**src/rtl/cb_heep_obi2reg_pkg.sv**
```systemverilog
// -----------------------------------------------------------------------------
// cb_heep_obi2reg_pkg
// Shared types for the OBI -> register-interface bridge:
//   state_t       : bridge FSM states (IDLE, REQ, RESP)
//   TIMEOUT_RDATA : read data returned when an access is aborted by the
//                   optional timeout (CB_HEEP_OBI2REG_TIMEOUT_EN)
//   req_cap_t     : the OBI request as captured at grant time
// The capture struct is sized for the CB-heep 32-bit address/data bus.
// -----------------------------------------------------------------------------
package cb_heep_obi2reg_pkg;

  localparam int OBI_AW = 32;
  localparam int OBI_DW = 32;

  typedef enum logic [1:0] {
    ST_IDLE = 2'd0,
    ST_REQ  = 2'd1,
    ST_RESP = 2'd2
  } state_t;

  localparam logic [31:0] TIMEOUT_RDATA = 32'hBADCAB1E;

  typedef struct packed {
    logic                  we;
    logic [OBI_DW/8-1:0]   be;
    logic [OBI_AW-1:0]     addr;
    logic [OBI_DW-1:0]     wdata;
  } req_cap_t;

endpackage

```
**src/rtl/cb_heep_obi2reg_bridge.sv**
```systemverilog
// -----------------------------------------------------------------------------
// cb_heep_obi2reg_bridge
// Single-outstanding bridge from an OBI slave port to the register-interface
// request/response used by the CB-heep control register file.
//
// Handshakes: an OBI request is accepted when obi_req_i && obi_gnt_o at a
// rising clk_i; a register access completes when reg_valid_o && reg_ready_i at
// a rising clk_i; the OBI response is the single cycle with obi_rvalid_o high.
//
// Ports:
//   clk_i, rst_i          clock, asynchronous active-high reset
//   obi_req_i/obi_gnt_o   OBI request / grant (grant only in IDLE)
//   obi_we_i, obi_be_i, obi_addr_i, obi_wdata_i   OBI request payload
//   obi_rvalid_o, obi_rdata_o, obi_err_o          OBI response beat
//   reg_valid_o, reg_write_o, reg_addr_o, reg_wdata_o, reg_wstrb_o
//                         register request (held stable until reg_ready_i)
//   reg_ready_i, reg_rdata_i, reg_error_i         register completion
//   dbg_state_o           current FSM state, for observation only
//
// Optional feature macro: CB_HEEP_OBI2REG_TIMEOUT_EN
//   When defined, an access waiting TIMEOUT_CYCLES cycles in REQ without
//   reg_ready_i is aborted with an error response carrying TIMEOUT_RDATA.
// -----------------------------------------------------------------------------
module cb_heep_obi2reg_bridge
  import cb_heep_obi2reg_pkg::*;
#(
  parameter int AW             = 32,
  parameter int DW             = 32,
  parameter int TIMEOUT_CYCLES = 255
) (
  input  logic            clk_i,
  input  logic            rst_i,
  input  logic            obi_req_i,
  output logic            obi_gnt_o,
  input  logic            obi_we_i,
  input  logic [DW/8-1:0] obi_be_i,
  input  logic [AW-1:0]   obi_addr_i,
  input  logic [DW-1:0]   obi_wdata_i,
  output logic            obi_rvalid_o,
  output logic [DW-1:0]   obi_rdata_o,
  output logic            obi_err_o,
  output logic            reg_valid_o,
  output logic            reg_write_o,
  output logic [AW-1:0]   reg_addr_o,
  output logic [DW-1:0]   reg_wdata_o,
  output logic [DW/8-1:0] reg_wstrb_o,
  input  logic            reg_ready_i,
  input  logic [DW-1:0]   reg_rdata_i,
  input  logic            reg_error_i,
  output logic [1:0]      dbg_state_o
);

  // The capture struct lives in the package at fixed widths.
  if (AW != OBI_AW || DW != OBI_DW || TIMEOUT_CYCLES < 1) begin : g_bad_cfg
    $error("cb_heep_obi2reg_bridge: unsupported AW/DW/TIMEOUT_CYCLES");
  end

  state_t        r_state;
  req_cap_t      r_cap;
  logic [DW-1:0] r_rdata;
  logic          r_err;

  logic w_idle;
  logic w_in_req;
  logic w_in_resp;

  assign w_idle    = (r_state == ST_IDLE);
  assign w_in_req  = (r_state == ST_REQ);
  assign w_in_resp = (r_state == ST_RESP);

`ifdef CB_HEEP_OBI2REG_TIMEOUT_EN
  localparam int CW = $clog2(TIMEOUT_CYCLES + 1);
  logic [CW-1:0] r_cnt;
  logic          w_timeout;
  // Fires on the last allowed REQ cycle so reg_valid_o is high for exactly
  // TIMEOUT_CYCLES cycles before the abort.
  assign w_timeout = (r_cnt == CW'(TIMEOUT_CYCLES - 1));
`endif

  always_ff @(posedge clk_i or posedge rst_i) begin
    if (rst_i) begin
      r_state <= ST_IDLE;
      r_cap   <= '0;
      r_rdata <= '0;
      r_err   <= 1'b0;
`ifdef CB_HEEP_OBI2REG_TIMEOUT_EN
      r_cnt   <= '0;
`endif
    end else begin
      case (r_state)
        ST_IDLE: begin
          if (obi_req_i) begin
            r_cap.we    <= obi_we_i;
            r_cap.be    <= obi_be_i;
            r_cap.addr  <= obi_addr_i;
            r_cap.wdata <= obi_wdata_i;
            r_state     <= ST_REQ;
`ifdef CB_HEEP_OBI2REG_TIMEOUT_EN
            r_cnt       <= '0;
`endif
          end
        end
        ST_REQ: begin
          // A completion arriving together with the timeout wins.
          if (reg_ready_i) begin
            r_err   <= reg_error_i;
            r_rdata <= r_cap.we ? '0 : reg_rdata_i;
            r_state <= ST_RESP;
          end
`ifdef CB_HEEP_OBI2REG_TIMEOUT_EN
          else if (w_timeout) begin
            r_err   <= 1'b1;
            r_rdata <= DW'(TIMEOUT_RDATA);
            r_state <= ST_RESP;
          end else begin
            r_cnt <= r_cnt + 1'b1;
          end
`endif
        end
        ST_RESP: begin
          r_rdata <= '0;
          r_err   <= 1'b0;
          r_state <= ST_IDLE;
        end
        default: r_state <= ST_IDLE;
      endcase
    end
  end

  // Grant is combinational from the request while idle: the capture happens
  // on the same edge the handshake completes.
  assign obi_gnt_o    = w_idle & obi_req_i;

  assign reg_valid_o  = w_in_req;
  assign reg_write_o  = w_in_req & r_cap.we;
  // Register file is word-addressed; byte offset bits are dropped.
  assign reg_addr_o   = w_in_req ? (r_cap.addr & ~AW'(3)) : '0;
  assign reg_wdata_o  = w_in_req ? r_cap.wdata : '0;
  assign reg_wstrb_o  = (w_in_req && r_cap.we) ? r_cap.be : '0;

  assign obi_rvalid_o = w_in_resp;
  assign obi_rdata_o  = w_in_resp ? r_rdata : '0;
  assign obi_err_o    = w_in_resp & r_err;

  assign dbg_state_o  = r_state;

endmodule

```
**config.mk**
```make
export PLATFORM = sky130hd
export DESIGN_NAME = cb_heep_obi2reg_bridge
export DESIGN_NICKNAME = d
export VERILOG_FILES = /design/src/rtl/cb_heep_obi2reg_pkg.sv /design/src/rtl/cb_heep_obi2reg_bridge.sv
export SDC_FILE = /design/constraint.sdc
export NUM_CORES = 1
export LEC_CHECK = 0
export ABC_AREA = 0
export BUFFER_PORTS_ARGS = -buffer_cell sky130_fd_sc_hd__buf_2
export CAP_MARGIN = 20
export CORE_MARGIN = 8
export CORE_UTILIZATION = 35
export CTS_CLUSTER_SIZE = 28
export DETAILED_ROUTE_END_ITERATION = 6
export GPL_TIMING_DRIVEN = 0
export PLACE_DENSITY = 0.67
export SLEW_MARGIN = 40
export SYNTH_ARGS = -nofsm -noshare
export SYNTH_HDL_FRONTEND = slang
export SYNTH_SLANG_ARGS = --single-unit
```
**constraint.sdc**
```tcl
create_clock -name clk_i -period 3.5 [get_ports clk_i]
set_input_delay 0.175 -clock clk_i [delete_from_list [all_inputs] [get_ports clk_i]]
set_output_delay 0.175 -clock clk_i [all_outputs]
set_load 0.05 [all_outputs]
```
==> results.ini, run 1 <==
[worst_setup_path]
worstPathMaxFanout = 10
criticalPathCategory = flip-flop to primary output
cp-start-kind = flip-flop
path_cells = buf_2 > and2b_4 > clkbuf_1 > buf_2 > and2_1 > buf_2
max_stage_delay_ps = 420
cpMostUsedCell = buf_2
crit_path_end_kind = primary output
critical_path.slowest_cell = dfrtp_1
cp.required_ps = 3320
path_buf_inv = 4
crit_family = buffers and inverters
crit_arrival_ps = 2300

[clock_network]
cts_setup_buffers = 0
htreeDepth = 3
cts_tree = built
clock_latency_ps = 340
cts_hold_buf = 1
clockBufferDepth = 2
clkTransAtPathRegs_ps = 70
cts_buffers = 9
clock-sinks = 102
cts_root_buffer = clkbuf_16
cts_resized = 0

[floorplanning]
boundaryPins = 213
rows = 43
die_y_um = 134
core_mm2 = 0.0137
die_w_um = 134
start_util_pct = 35.3
die_area_mm2 = 0.0179

[min_path]
hp-class = input port to flip-flop

[status]
status = completed

[power]
p_leak_uw = 0.00343
p_per_area_mw_per_mm2 = 673
irDropWorstVdd_uv = 388

[grt]
antenna_found_initial = 3
grt_pass1_vias = 4282
grt_usage_pct = 15.5
grt_pass1_wl_um = 22400
grt_max_degree = 71
grt-ovfl-total = 0

[synthesis]
synth_edf_count = 0
ys_seq_area_share_pct = 52.7
netlist_top_cells_area = dfrtp_1 53%, and2_1 13%, mux2_1 11%, mux2_4 5.9%, a221o_1 4.3%
synth.most_common_cell = dfrtp_1
synth_flop_cell = dfrtp_1
synth_seq_cells = 102
ys.warnings.count = 0
synthDistinctLibCells = 24
async_flop_share_pct = 100
syn_area_per_cell_um2 = 12.3
synth_area_leader_cell = dfrtp_1
yosysTopAreaCellShare_pct = 52.7
syn-cell-area_mm2 = 0.00485
syn-instance-count = 394
synthTopCellsByCount = 102 x dfrtp_1, 99 x and2_1, 48 x mux2_1

[routing]
wl_per_cell_um = 17.2
first_iter_violations = 108
drt_wl_total_um = 13700
vias_per_cell = 4.88
drt.antenna.violating_nets = 0
dr.pass1.iters = 4
vias = 3900
drc = 0

[sta]
rsz0062_at_grt = no
setup_viol = 0
finalWorstSetupSlack_ps = 1020
slew_viol_final = 0
fin_crit_sh_pct = 70.7
max_freq_mhz = 404
relSlewSlack_pct = 64.1
final-hold-violation-count = 0
period_needed_ps = 2480
worst_hold_slack_ps = 47.0
tightest_slew_ps = 538
skew_ps = 7.79

[placed_design]
place_congestion = 0.756
port-buffer-count = 208
dpl_worst_slack_ps = 1310
dp_hpwl_um = 10700

[final_layout]
post_route_cells_drive_above_1_share_pct = 41.9
antenna_cells = 0
fillers = 1323
nNetsFinal = 722
area_growth_pct = 34.1

[job]
maxCapViolCount = 0

[layout make-up]
cell class,instances,area [um^2],share of cell area (%)
inverter,2,15.0,0.231
multi-input combinational,258,2120,32.7
buffer,33,165,2.54
clock buffer,11,243,3.74
tap,180,225,3.47
clock inverter,4,95.1,1.46
timing repair buffer,210,1080,16.6
sequential,102,2550,39.3
[logic make-up after synthesis]
| logic type | synth area share, % |
|---|---|
| mux | 17.2 |
| flops | 52.7 |
| simple gates | 18.8 |
| buf+inv | 3.56 |
| compound gates | 7.64 |
| other cells | 0.0774 |
[worst reg2reg max path, delay by kind of cell (launching register included)]
family                 cells  cell delay, ps
AND/OR/NAND/NOR            2             390
flip-flops                 1             470
buffers and inverters      3             550
multiplexers               1             320
[per-stage QoR]
| step | total power [uW] | util [%] | instances | setup TNS (ps) | area, um^2 |
|---|---|---|---|---|---|
| floorplan | 2850 | - | 395 | 0 | 4850 |
| global placement | 3220 | 44.6 | 783 | -56780 | 6120 |
| detailed placement | 3280 | 44.8 | 784 | 0 | 6150 |
| CTS | 4440 | 47.4 | 800 | 0 | 6500 |
| global route | 4620 | 47.4 | 800 | 0 | 6500 |
| finish | 4380 | 47.4 | 800 | 0 | 6500 |
[power by group]
group / total, uW / internal (uW) / leakage (uW) / switching [uW]
Sequential: 1690 / 1500 / 0.00125 / 181
Clock: 1140 / 714 / 0.000166 / 421
Combinational: 1560 / 553 / 0.00202 / 1000
[registers in the layout (all words and copies together), names as in the netlist]
name / count
r_err: 1
r_rdata: 32
dbg_state_o: 2
r_cap: 67
[worst paths after layout]
path,startpoint,end,slack [ps],cells after the start
worst max-delay path,dbg_state_o[0],reg_wdata_o[18],1020,6
worst min-delay path,obi_we_i,r_cap[68],50,2
worst max register to register,dbg_state_o[1],r_cap[15],1660,6
worst min register to register,r_cap[30],r_cap[30],480,1
max in group asynchronous,rst_i,r_rdata[28],2520,4
min in group asynchronous,rst_i,r_cap[13],340,3
[routing by layer]
| metal | track usage [%] | share of wire, % | up-vias |
|---|---|---|---|
| li1 | - | - | 1808 |
| met1 | 18.2 | 41 | 1920 |
| met2 | 25.6 | 49 | 139 |
| met3 | 6.17 | 8.7 | 27 |
| met4 | 4.93 | 1.7 | 6 |
| met5 | 0 | 0.25 | - |
[layout by cell type, fill, tap and decap left out, types with 2 or more instances in the layout]
master / n
buf_2: 217
dfrtp_1: 102
and2_1: 99
mux2_1: 48
and3_1: 27
a221o_1: 21
clkbuf_1: 19
mux2_4: 19
nor2b_1: 12
a21oi_1: 11
o2bb2ai_1: 11
clkbuf_16: 9
buf_6: 3
bufinv_16: 3
buf_4: 2
conb_1: 2
Power figures use the tool's default switching activity.
==> run 2: changes to the inputs <==
==> constraint.sdc (replaced) <==
create_clock -name clk_i -period 2.5 [get_ports clk_i]
set_input_delay 0.125 -clock clk_i [delete_from_list [all_inputs] [get_ports clk_i]]
set_output_delay 0.125 -clock clk_i [all_outputs]
set_load 0.05 [all_outputs]
==> run 2 against run 1 <==
Clock power rose by 16%. First-iteration DRC count increased by 1.9%. Cell count is 7.1% higher. Non-clock buffer count up 56. Largest cell class unchanged. Highest routed layer is now met4.
==> results.ini, run 2 (synthesis gave the netlist of run 1 again) <==
[power]
power_frac_seq_pct = 39.8
internal-power_uw = 3680
combPwrFrac_pct = 38.1
p_total_uw = 5940
p_sw_share_pct = 38.0
clkPwrFrac_pct = 22.2
p_leak_uw = 0.00365
p_per_area_mw_per_mm2 = 842
p_switching_uw = 2260
irDropWorstVdd_uv = 497

[sta]
rsz0062_at_grt = no
skew_ps = 4.38
slew_viol_final = 0
setup_viol = 0
fin_tns_setup_ps = 0
fin_crit_sh_pct = 89.2
relSlewSlack_pct = 65.2
tightest_slew_ps = 521
period_needed_ps = 2230
max_freq_mhz = 448
final-hold-violation-count = 0

[min_path]
min_from = obi_addr_i[4]
hp-class = input port to flip-flop

[routing]
dr.pass1.iters = 5
drt.antenna.violating_nets = 0
drt_wl_total_um = 13900
drc = 0
vias_per_cell = 4.67
vias = 4002
wl_per_cell_um = 16.2
first_iter_violations = 110

[final_layout]
final_util_pct = 51.4
regArea_mm2 = 0.00255
largest_reg_flops = 67
top_register = r_cap
instances_no_fill = 857
nNetsFinal = 778
final_common_cell = buf_2
finish.instance_area_mm2 = 0.00705
antenna_cells = 0
multi_input_area_mm2 = 0.00213
mostFrequentLayoutCells = 217 x buf_2, 102 x dfrtp_1, 99 x and2_1
post_route_cells_drive_above_1_share_pct = 38.8
fillers = 1191
area_growth_pct = 45.5

[grt]
grt_pass1_wl_um = 22700
grt_pass1_vias = 4419
antenna_found_initial = 0
grt_usage_pct = 15.6
grt-ovfl-total = 0
grt_max_degree = 27

[clock_network]
cts_tree = built
cts_root_buffer = clkbuf_16
clockBufferDepth = 2
cts_setup_buffers = 0
clkTransAtPathRegs_ps = 70
clock-sinks = 102
clock_latency_ps = 340
htreeDepth = 3
cts_buffers = 9

[placed_design]
placed_cells = 787
place_congestion = 0.787
port-buffer-count = 208
post_dp_cell_area_mm2 = 0.00622
dp_hpwl_um = 10500

[worst_setup_path]
crit_arrival_ps = 2100
r2r_start = dbg_state_o[1]
crit_path_end_kind = primary output
cp.required_ps = 2380
cp-start-kind = flip-flop
cp-startpoint = dbg_state_o[0]
criticalPathCategory = flip-flop to primary output
worstPathMaxFanout = 17

[floorplanning]
die_area_mm2 = 0.0179
rows = 43
start_util_pct = 35.3
die_y_um = 134
core_mm2 = 0.0137
die_w_um = 134
boundaryPins = 213

[job]
maxCapViolCount = 0

[status]
status = completed

[run 2: cell count changes in the layout (fill, tap and decap cells not counted), sizes merged]
cell / delta
dlygate4sd3: +54
buf: +3
bufinv: -3
clkbuf: +2
clkinvlp: +2
inv: -1
[run 2: worst paths after layout]
kind                                   to  slack (ps)  cells past startpoint
setup / recovery           reg_addr_o[23]         270                      5
hold / removal                  r_cap[36]          20                      2
setup reg to reg                 r_cap[9]         650                      6
hold reg to reg                 r_cap[24]         480                      1
max in group asynchronous     r_rdata[28]        1460                      5
min in group asynchronous       r_cap[25]         370                      3
[run 2: cell type report]
class | instances | area share, %
flip-flops and latches | 102 | 36.2
multi-input cells | 258 | 30.2
repair buffers | 267 | 24.0
clock buffers | 14 | 3.74
well taps | 180 | 3.19
plain buffers | 32 | 2.29
clock inverters | 2 | 0.231
inverters | 2 | 0.160
[run 2: critical path, stage by stage, from the launching register on]
cell and delay [ps]:
dfrtp_1 410, buf_2 240, and2b_4 330, clkbuf_1 330, and2_1 190, buf_2 270
[run 2: repair_timing]
| item | 4_1_cts | 5_1_grt |
|---|---|---|
| gates resized for setup | 0 | 1 |
| hold endpoints to repair | 69 | 0 |
| setup endpoints to repair | 10 | 3 |
| hold buffers | 55 | 0 |
[run 2: metrics by stage]
step                hold WS (ps)  setup WS [ps]
floorplan                    254            171
global placement             341            390
detailed placement           192            352
CTS                       0.0160            161
global route                3.30           95.8
finish                      17.0            270
[run 2: power by group through the flow]
stage                     Clock [uW]  Sequential [uW]  Combinational (uW)
after global routing            1440             2420                2410
after CTS                       1370             2360                2280
after global placement             0             2360                2160
after floorplan                    0             2300                1690
after detailed placement           0             2380                2210
final                           1320             2360                2260
[run 2: per-layer routing]
| metal | global-route usage (%) | up-vias | share of wire, % |
|---|---|---|---|
| met4 | 4.93 | 0 | 1.3 |
| met1 | 18.4 | 1940 | 42 |
| met2 | 25.9 | 131 | 49 |
| met3 | 5.53 | 12 | 8.1 |
| li1 | - | 1919 | - |
| met5 | 0 | - | 0 |
